[src/rtl/shift_operand_stage.sv]
// Shift operand stage: decodes the rotated-immediate or shifted-register operand and registers it for the barrel shifter.
// Define SHIFT_OPERAND_SKID_EN for a 2-entry skid buffer (full rate); otherwise a single half-rate output register.

module shift_operand_stage #(
    parameter int W = 32
) (
    input  logic         clk,
    input  logic         reset_n,
    input  logic         flush,
    input  logic         in_valid,
    output logic         in_ready,
    input  logic         imm_op,
    input  logic [7:0]   imm8,
    input  logic [3:0]   rot4,
    input  logic [1:0]   sh_type,
    input  logic         sh_reg,
    input  logic [4:0]   imm5,
    input  logic [W-1:0] rm_data,
    input  logic [7:0]   rs_data,
    input  logic [3:0]   in_tag,
    output logic         out_valid,
    input  logic         out_ready,
    output logic [W-1:0] sh_data,
    output logic [4:0]   sh_amt,
    output logic [1:0]   sh_ctrl,
    output logic [3:0]   out_tag,
    output logic         amt_big
);

    typedef struct packed {
        logic [W-1:0] data;
        logic [4:0]   amt;
        logic [1:0]   ctrl;
        logic [3:0]   tag;
        logic         big;
    } entry_t;

    entry_t dec;
    entry_t out_q, out_d;
    logic   out_valid_q, out_valid_d;
    logic   accept;

    assign accept = in_valid && in_ready && !flush;

    // Immediates are an 8-bit value rotated right by twice rot4; register
    // amounts of 32 or more are flagged so the shifter can saturate.
    always_comb begin
        dec     = '0;
        dec.tag = in_tag;
        if (imm_op) begin
            dec.data = W'(imm8);
            dec.ctrl = 2'b11;
            dec.amt  = {rot4, 1'b0};
            dec.big  = 1'b0;
        end else begin
            dec.data = rm_data;
            dec.ctrl = sh_type;
            if (sh_reg) begin
                dec.amt = rs_data[4:0];
                dec.big = |rs_data[7:5];
            end else begin
                dec.amt = imm5;
                dec.big = 1'b0;
            end
        end
    end

`ifdef SHIFT_OPERAND_SKID_EN
    entry_t skid_q, skid_d;
    logic   skid_valid_q, skid_valid_d;

    // The skid entry catches the transaction accepted in the cycle the
    // output stalls, and always drains into the output register first.
    always_comb begin
        out_d        = out_q;
        out_valid_d  = out_valid_q;
        skid_d       = skid_q;
        skid_valid_d = skid_valid_q;
        if (flush) begin
            out_valid_d  = 1'b0;
            skid_valid_d = 1'b0;
        end else if (!out_valid_q || out_ready) begin
            if (skid_valid_q) begin
                out_d        = skid_q;
                out_valid_d  = 1'b1;
                skid_valid_d = 1'b0;
            end else if (accept) begin
                out_d       = dec;
                out_valid_d = 1'b1;
            end else begin
                out_valid_d = 1'b0;
            end
        end else if (accept) begin
            skid_d       = dec;
            skid_valid_d = 1'b1;
        end
    end

    always_ff @(posedge clk or negedge reset_n) begin
        if (!reset_n) begin
            out_q        <= '0;
            out_valid_q  <= 1'b0;
            skid_q       <= '0;
            skid_valid_q <= 1'b0;
            in_ready     <= 1'b0;
        end else begin
            out_q        <= out_d;
            out_valid_q  <= out_valid_d;
            skid_q       <= skid_d;
            skid_valid_q <= skid_valid_d;
            in_ready     <= !skid_valid_d;
        end
    end
`else
    always_comb begin
        out_d       = out_q;
        out_valid_d = out_valid_q;
        if (flush) begin
            out_valid_d = 1'b0;
        end else if (accept) begin
            out_d       = dec;
            out_valid_d = 1'b1;
        end else if (out_ready) begin
            out_valid_d = 1'b0;
        end
    end

    always_ff @(posedge clk or negedge reset_n) begin
        if (!reset_n) begin
            out_q       <= '0;
            out_valid_q <= 1'b0;
            in_ready    <= 1'b0;
        end else begin
            out_q       <= out_d;
            out_valid_q <= out_valid_d;
            in_ready    <= !out_valid_d;
        end
    end
`endif

    assign out_valid = out_valid_q;
    assign sh_data   = out_q.data;
    assign sh_amt    = out_q.amt;
    assign sh_ctrl   = out_q.ctrl;
    assign out_tag   = out_q.tag;
    assign amt_big   = out_q.big;

endmodule

[config.mk]
export PLATFORM = sky130hd
export DESIGN_NAME = shift_operand_stage
export DESIGN_NICKNAME = d
export VERILOG_FILES = /design/src/rtl/shift_operand_stage.sv
export SDC_FILE = /design/constraint.sdc
export NUM_CORES = 1
export LEC_CHECK = 0
export ABC_AREA = 0
export BUFFER_PORTS_ARGS = -buffer_cell sky130_fd_sc_hd__buf_4
export CORE_MARGIN = 3
export CORE_UTILIZATION = 45
export CTS_BUF_LIST = sky130_fd_sc_hd__clkbuf_8
export DETAILED_ROUTE_END_ITERATION = 10
export PLACE_DENSITY_LB_ADDON = 0.15
export SLEW_MARGIN = 20
export SYNTH_ARGS = -nofsm -noshare
export SYNTH_HDL_FRONTEND = slang
export SYNTH_SLANG_ARGS = --single-unit
[constraint.sdc]
create_clock -name clk -period 1.6 [get_ports clk]
set_clock_uncertainty 0.15 [all_clocks]
set_input_delay 0.08 -clock clk [delete_from_list [all_inputs] [get_ports clk]]
set_output_delay 0.08 -clock clk [all_outputs]
set_load 0.02 [all_outputs]
==> results of run 1 <==
-- routing by layer --
| metal | vias up | global-route usage |
|---|---|---|
| met3 | 16 | 0.0702 |
| met1 | 934 | 0.287 |
| met4 | 0 | 0.0799 |
| li1 | 986 | - |
| met5 | - | 0 |
| met2 | 96 | 0.463 |
-- kinds of logic (layout without fill, tap and decap cells) --
family	Yosys count	in the layout	share of synthesized area
AND/OR/NAND/NOR	71	71	0.142
flip-flops	46	46	0.572
AO/OA/AOI/OAI	41	41	0.105
multiplexers	21	21	0.124
buffers and inverters	15	191	0.0572
-- synthesized netlist by cell type, drive strengths merged --
| library cell | count |
|---|---|
| mux2 | 8 |
| inv | 1 |
| clkbuf | 4 |
| buf | 10 |
| nor2 | 3 |
| nand2 | 66 |
| o21ai | 39 |
| o31ai | 1 |
| nand3b | 1 |
| and2 | 1 |
| mux2i | 13 |
| o311ai | 1 |
| dfrtp | 46 |
-- cell type report --
type                       count  area [um^2]
timing repair buffer         182         1550
sequential                    46         1150
multi-input combinational    133          747
fill                         229          523
clock buffer                   5         68.8
tap                           50         62.6
clock inverter                 3         40.0
inverter                       1         3.75
-- per-stage QoR --
stage | total power, uW | setup TNS, ns | utilization
4_1_cts | 3390 | 0 | 0.869
3_3_place_gp | 2400 | 0 | 0.697
2_1_floorplan | 1920 | 0 | -
6_report | 3410 | -0.0159 | 0.874
3_5_place_dp | 2420 | 0 | 0.697
5_1_grt | 3570 | -0.0232 | 0.874
-- registers in the layout (all words and copies together) (netlist names) --
register and flops:
in_ready 1, sh_ctrl 2, out_tag 4, sh_amt 5, amt_big 1, out_valid 1, sh_data 32
-- worst min-delay path by stage --
stage | start | end | cells after the start
floorplan | reset_n | amt_big | 0
global placement | reset_n | sh_data[11] | 1
detailed placement | reset_n | sh_data[11] | 1
CTS | imm_op | sh_ctrl[1] | 3
global route | imm5[1] | sh_amt[1] | 4
finish | imm_op | sh_ctrl[1] | 3
-- cell usage in the layout, fill, tap and decap left out --
cell,count
inv_1,1
clkinv_2,2
o311ai_0,1
mux2i_1,13
clkbuf_8,5
dlygate4sd3_1,59
buf_6,1
and2_1,1
bufinv_16,1
dfrtp_1,46
buf_4,119
dlymetal6s4s_1,1
o31ai_1,1
o21ai_0,29
buf_12,2
o21ai_1,10
nand2_1,66
nor2_1,3
nand3b_4,1
mux2_4,8
-- worst register-to-register path: stages, from the launching register on --
cell      delay (ns)
dfrtp_1         0.40
nand3b_4        0.30
buf_12          0.28
o21ai_0         0.23
-- what timing repair did --
action | CTS | global route
setup buffers | 0 | 2
hold buffers | 60 | 1
hold endpoints to repair | 92 | 1
setup endpoints to repair | 0 | 2
gates resized for setup | 0 | 2
-- power by group --
| group | leakage [uW] | switching (uW) | internal, uW | total (uW) |
|---|---|---|---|---|
| Sequential | 0.000584 | 108 | 1340 | 1450 |
| Clock | 0.0000579 | 391 | 460 | 851 |
| Combinational | 0.00124 | 547 | 567 | 1110 |
| Total | 0.00188 | 1050 | 2370 | 3410 |
==> qor.yml, run 1 <==
routing:
  drt_iter0_markers: 95
  drc_errors: 0
  wl_met2_mm: 3.56
  viasPerCell: 4.84
  maxUsedRoutingLayer: "met4"
  wl_mm: 6.70
  wire_per_inst_um: 15.9
  routed-wl-met3_um: 453
  first_pass_iters: 4
  num_vias: 2032
  drtAntennaViolNets: 0
  wl_met1_mm: 2.50
placement:
  post-place-ws_ns: 0.193
  hpwl_mm: 3.67
  place_congestion: 0.703
  placed_area_mm2: 0.00289
  portBuffers: 115
  place_inst: 350
status:
  outcome: "finished, violations left"
  violations: "setup timing"
clock_tree:
  cts_num_sinks: 46
  cts-buffers-inserted: 5
  cts.clk_slew.worst_paths_ns: 0.09
  ctsHtreeMaxLevel: 2
  cts_tree: "done"
  clockRootBuffer: "clkbuf_8"
  cts_buffer_depth: 2
  clkLatencyLatePin_ns: 0.29
final_layout:
  instances_no_fill: 420
  area_growth_pct: 79.9
  stdcell_area_mm2: 0.00362
  num-nets-final: 439
  num_antenna_cells: 0
  drive_above_1_share: 0.376
die:
  core_mm2: 0.00414
  placementRows: 23
  fp.dieArea_mm2: 0.00531
  initial_core_util: 0.486
  dieWidth_um: 72.9
  io_pins: 116
  die_h_um: 72.9
sta:
  min_period_over_period: 1.01
  max_freq_mhz: 619
  slew_headroom: 0.610
  finalSetupViolCount: 1
  slew_violations: 0
  worst_pin_slew_ns: 0.586
  worst_slack_ns: -0.0159
  hold_viol: 0
  hold_slack_ns: 0.0276
  post-route-min-period_ns: 1.62
setup_path:
  crit_path_start: "rm_data[1]"
  cp.depth: 5
  critPathLaunchType: "primary input"
  r2r-end: "sh_data[7]"
  cp.arrival_ns: 1.63
  timing.reg2reg.setup_slack_ns: 0.16
  cpMostUsedCell: "dlygate4sd3_1"
  required_ns: 1.61
  crit_family: "buffers and inverters"
  cp-end-kind: "register"
  cp_cell_sequence: "dlygate4sd3_1 > buf_4 > mux2i_1 > dlygate4sd3_1 > o21ai_0"
  crit_type: "in -> reg"
  r2r_start: "in_ready"
  slowest_delay_ns: 0.58
  slowest_stage: "dlygate4sd3_1"
  cp_num_buf_inv: 3
  cp_max_fo: 1
  setup.worst_path.end: "sh_data[1]"
  ff2ff_path_depth: 3
synthesis:
  ys_types: 17
  synthTopCellsByArea: "dfrtp_1 (57%), nand2_1 (12%), o21ai_0 (7.2%)"
  synth_seq_area_share: 0.572
  ys_warn_count: 0
  syn_avg_cell_area_um2: 10.4
  netlist_instances: 194
  synth_top_area_frac: 0.572
  synth.largest_area_cell: "dfrtp_1"
  syn_area_mm2: 0.00201
  synth_seq_cells: 46
  syn-num-nets: 264
global_route:
  grt_first_pass_wirelength_mm: 10.2
  gr-usage-all-layers: 0.255
  grt_start_max_net_pins: 47
  grt_pass1_vias: 2124
  grt-ovfl-total: 0
  antenna_found_initial: 0
pwr:
  powerDensity_mw_per_mm2: 942
  ir_drop_v: 0.000704
  leakagePower_uw: 0.00188
run:
  max-cap-violations: 0
hold_path:
  holdCritPathClass: "in -> reg"
(Power assumes the default switching activity.)
==> run 2: changes to the inputs <==
--- a/config.mk
+++ b/config.mk
@@ -12,7 +12,8 @@
 export CTS_BUF_LIST = sky130_fd_sc_hd__clkbuf_8
 export DETAILED_ROUTE_END_ITERATION = 10
-export PLACE_DENSITY_LB_ADDON = 0.15
+export PLACE_DENSITY = 0.82
 export SLEW_MARGIN = 20
 export SYNTH_ARGS = -nofsm -noshare
 export SYNTH_HDL_FRONTEND = slang
 export SYNTH_SLANG_ARGS = --single-unit
+export TNS_END_PERCENT = 30
==> constraint.sdc (replaced) <==
create_clock -name clk -period 1.6 [get_ports clk]
set_clock_uncertainty 0.15 [all_clocks]
set_input_delay 0.16 -clock clk [delete_from_list [all_inputs] [get_ports clk]]
set_output_delay 0.16 -clock clk [all_outputs]
set_load 0.02 [all_outputs]
==> qor.yml, run 2 (synthesized netlist as in run 1, its figures left out) <==
die:
  die_h_um: 72.9
  io_pins: 116
  placementRows: 23
  dieWidth_um: 72.9
  fp.dieArea_mm2: 0.00531
  initial_core_util: 0.486
  core_mm2: 0.00414
global_route:
  grt_start_max_net_pins: 47
  grt_first_pass_wirelength_mm: 8.84
  grt_pass1_vias: 1961
  antenna_found_initial: 0
  grt-ovfl-total: 0
  gr-usage-all-layers: 0.220
clock_tree:
  cts_buffer_depth: 2
  cts-buffers-inserted: 5
  ctsHtreeMaxLevel: 2
  cts_tree: "done"
  cts.clk_slew.worst_paths_ns: 0.08
  cts_num_sinks: 46
  postCtsSetupRepairBufs: 0
  clockRootBuffer: "clkbuf_8"
  post_cts_resized: 0
  clkLatencyLatePin_ns: 0.28
setup_path:
  cp-end-kind: "register"
  timing.reg2reg.setup_slack_ns: 0.23
  required_ns: 1.61
  critPathLaunchType: "register"
  cp.arrival_ns: 1.38
  crit_type: "reg -> reg"
  r2r-end: "sh_data[31]"
  ff2ff_path_depth: 3
  r2r_start: "in_ready"
  cp_max_fo: 32
sta:
  slew_headroom: 0.612
  rsz0062_at_grt: "false"
  finalSetupViolCount: 0
  max_freq_mhz: 729
  slew_violations: 0
  post-route-min-period_ns: 1.37
  worst_pin_slew_ns: 0.581
  hold_slack_ns: -0.00245
  min_period_over_period: 0.858
  hold_viol: 1
  fin_tns_setup_ns: 0
routing:
  drc_errors: 0
  drt_iter0_markers: 61
  drtAntennaViolNets: 0
  first_pass_iters: 4
  wire_per_inst_um: 14.3
  viasPerCell: 4.76
  wl_mm: 5.56
  num_vias: 1848
placement:
  portBuffers: 115
  place_congestion: 0.745
  place_inst: 351
  hpwl_mm: 3.80
status:
  outcome: "finished, violations left"
  violations: "hold timing"
hold_path:
  hold_depth: 3
  min_to: "sh_data[31]"
  min_from: "rm_data[31]"
  holdCritPathClass: "in -> reg"
final_layout:
  area_growth_pct: 62.0
  fillers: 301
  final_common_cell: "buf_4"
  num_antenna_cells: 0
  largest_reg_flops: 32
  drive_above_1_share: 0.399
  final_cell_mix: "buf_4 (120), nand2_1 (66), dfrtp_1 (46)"
  instances_no_fill: 388
  num-nets-final: 408
pwr:
  powerDensity_mw_per_mm2: 946
  leakagePower_uw: 0.00172
  ir_drop_v: 0.000626
run:
  max-cap-violations: 0
[run 2: changes by cell type in the layout (fill, tap and decap cells not counted)]
cell	before	now
dlymetal6s4s_1	1	0
buf_6	1	0
clkinv_2	2	0
buf_4	119	120
dlygate4sd3_1	59	30
inv_1	1	3
bufinv_16	1	0
buf_12	2	1
[run 2: cell type report]
type	instances	area [um^2]	area share
repair buffers	151	1220	0.374
flip-flops and latches	46	1150	0.353
multi-input cells	133	747	0.229
clock buffers	5	68.8	0.0211
well taps	50	62.6	0.0192
clock inverters	2	7.51	0.00230
inverters	1	3.75	0.00115
[run 2: power breakdown]
part,switching (uW),internal (uW)
sequential,102,1340
combinational,507,505
clock,344,288
total,953,2130
[run 2: how the worst max path moves through the flow]
stage / to / from / cells past startpoint
2_1_floorplan: out_tag[0] / in_ready / 3
3_3_place_gp: sh_amt[4] / in_ready / 3
3_5_place_dp: sh_ctrl[0] / in_ready / 3
4_1_cts: sh_data[31] / in_ready / 3
5_1_grt: sh_data[31] / in_ready / 4
6_report: sh_data[31] / in_ready / 3
[run 2: repair_timing]
action                                 4_1_cts  5_1_grt
hold buffers                                30        0
endpoints found under the hold margin       75        0
setup endpoints to repair                    0        0
[run 2: worst max-delay path, cell delays in order (launching register included)]
cell and delay [ns]:
dfrtp_1 0.41, nand3b_4 0.21, buf_4 0.32, o21ai_0 0.15
[run 2: routing by layer]
| metal | track usage | part of all wire |
|---|---|---|
| met1 | 0.247 | 0.38 |
| met2 | 0.412 | 0.54 |
| met3 | 0.0455 | 0.068 |
| met4 | 0.0697 | 0.015 |
| met5 | 0 | 0 |
[run 2: stage by stage]
| stage | instance area (um^2) | hold slack, ns | total power, uW | utilization | setup WS [ns] |
|---|---|---|---|---|---|
| final | 3260 | -0.00245 | 3080 | 0.787 | 0.228 |
| after global routing | 3260 | 0.0122 | 3250 | 0.787 | 0.122 |
| after detailed placement | 2890 | 0.0462 | 2420 | 0.696 | 0.203 |
| after CTS | 3260 | 0.000862 | 3110 | 0.787 | 0.205 |
| after global placement | 2890 | 0.0394 | 2390 | 0.696 | 0.273 |
| after floorplan | 2010 | -0.286 | 1920 | - | 0.292 |
==> run 3: changes to the inputs <==
Settings changed: MAX_ROUTING_LAYER set to met4.
==> qor.yml, run 3 (synthesized netlist as in run 1, its figures left out) <==
global_route:
  grtUsageMet2: 0.410
  antenna_found_initial: 0
  grt_first_pass_wirelength_mm: 8.85
  gr-usage-all-layers: 0.227
  grt_pass1_vias: 1950
  grt-ovfl-total: 0
  grt.busiest_layer: "met2"
  grt_start_max_net_pins: 47
  gr-usage-met3: 0.0372
  use_met1: 0.257
clock_tree:
  cts_num_sinks: 46
  ctsHtreeMaxLevel: 2
  cts_tree: "done"
  cts-buffers-inserted: 5
  cts.clk_slew.worst_paths_ns: 0.08
  clkLatencyLatePin_ns: 0.28
  clockRootBuffer: "clkbuf_8"
  cts_buffer_depth: 2
sta:
  slew_violations: 0
  slew_headroom: 0.615
  worst_pin_slew_ns: 0.577
  rsz0062_at_grt: "false"
  hold_slack_ns: -0.00464
  fin_tns_setup_ns: 0
  post-route-min-period_ns: 1.37
  max_freq_mhz: 730
  min_period_over_period: 0.856
  hold_viol: 1
  finalSetupViolCount: 0
setup_path:
  cp-end-kind: "register"
  timing.reg2reg.setup_slack_ns: 0.23
  crit_type: "reg -> reg"
  slowest_delay_ns: 0.41
  cp_max_fo: 32
  crit_path_start: "in_ready"
  r2r_start: "in_ready"
  cp.arrival_ns: 1.38
  critPathLaunchType: "register"
  required_ns: 1.61
  cp_cell_sequence: "nand3b_4 > buf_4 > o21ai_0"
  slowest_stage: "dfrtp_1"
die:
  fp.dieArea_mm2: 0.00531
  placementRows: 23
  die_h_um: 72.9
  initial_core_util: 0.486
  core_mm2: 0.00414
  dieWidth_um: 72.9
  io_pins: 116
final_layout:
  final_util: 0.787
  final_common_cell: "buf_4"
  drive_above_1_share: 0.399
  largest_reg_flops: 32
  area_growth_pct: 62.0
  num-nets-final: 408
  final_cell_mix: "buf_4 (120), nand2_1 (66), dfrtp_1 (46)"
  num_antenna_cells: 0
routing:
  drc_errors: 0
  drtAntennaViolNets: 0
  viasPerCell: 4.79
  num_vias: 1857
  wl_mm: 5.56
  wire_per_inst_um: 14.3
  drt_iter0_markers: 79
  first_pass_iters: 4
pwr:
  ir_drop_v: 0.000627
  leakagePower_uw: 0.00172
  powerDensity_mw_per_mm2: 945
placement:
  hpwl_mm: 3.80
  place_congestion: 0.755
  portBuffers: 115
status:
  violations: "hold timing"
  outcome: "finished, violations left"
hold_path:
  holdCritPathClass: "in -> reg"
  min_from: "rm_data[31]"
run:
  max-cap-violations: 0
## run 3: through the flow
stage                     setup WS (ns)  power (uW)  std cells  cell area [um^2]  hold WS [ns]
after CTS                         0.205        3110        388              3260      0.000862
after global routing              0.122        3250        388              3260        0.0122
final                             0.230        3080        388              3260      -0.00464
after detailed placement          0.203        2420        351              2890        0.0462
after floorplan                   0.292        1920        194              2010        -0.286
after global placement            0.273        2390        351              2890        0.0394
## run 3: area by class of cell
cell class,count,area (um^2)
clock buffer,5,68.8
clock inverter,2,7.51
fill,301,882
inverter,1,3.75
multi-input combinational,133,747
sequential,46,1150
tap,50,62.6
timing repair buffer,151,1220
## run 3: critical path, delay by kind of cell (launching register included)
family | cells | cell delay (ns)
AO/OA/AOI/OAI | 1 | 0.14
AND/OR/NAND/NOR | 1 | 0.21
flip-flops | 1 | 0.41
buffers and inverters | 1 | 0.32
## run 3: final timing paths
kind                                     to  cells after the start
max in group asynchronous        out_tag[3]                      2
worst max-delay path             sh_ctrl[0]                      3
worst min-delay path            sh_data[31]                      3
worst max register to register   sh_ctrl[0]                      3
min in group asynchronous       sh_data[16]                      2
worst min register to register   sh_data[0]                      2
## run 3: per-layer routing
metal / routed length, um / vias up
met1: 2160 / 848
li1: - / 925
met2: 2980 / 76
met5: 0 / -
met4: 82 / 0
met3: 348 / 8
## run 3: what timing repair did
item,4_1_cts,5_1_grt
hold buffers,30,0
endpoints found under the hold margin,75,0
resized for setup,0,0
buffers inserted,0,0
## run 3: report_power, final
| group | total (uW) | switching (uW) | leakage [uW] | internal, uW |
|---|---|---|---|---|
| combinational | 1010 | 507 | 0.00109 | 505 |
| clock | 630 | 342 | 0.0000466 | 288 |
| sequential | 1440 | 102 | 0.000584 | 1340 |
| total | 3080 | 951 | 0.00172 | 2130 |
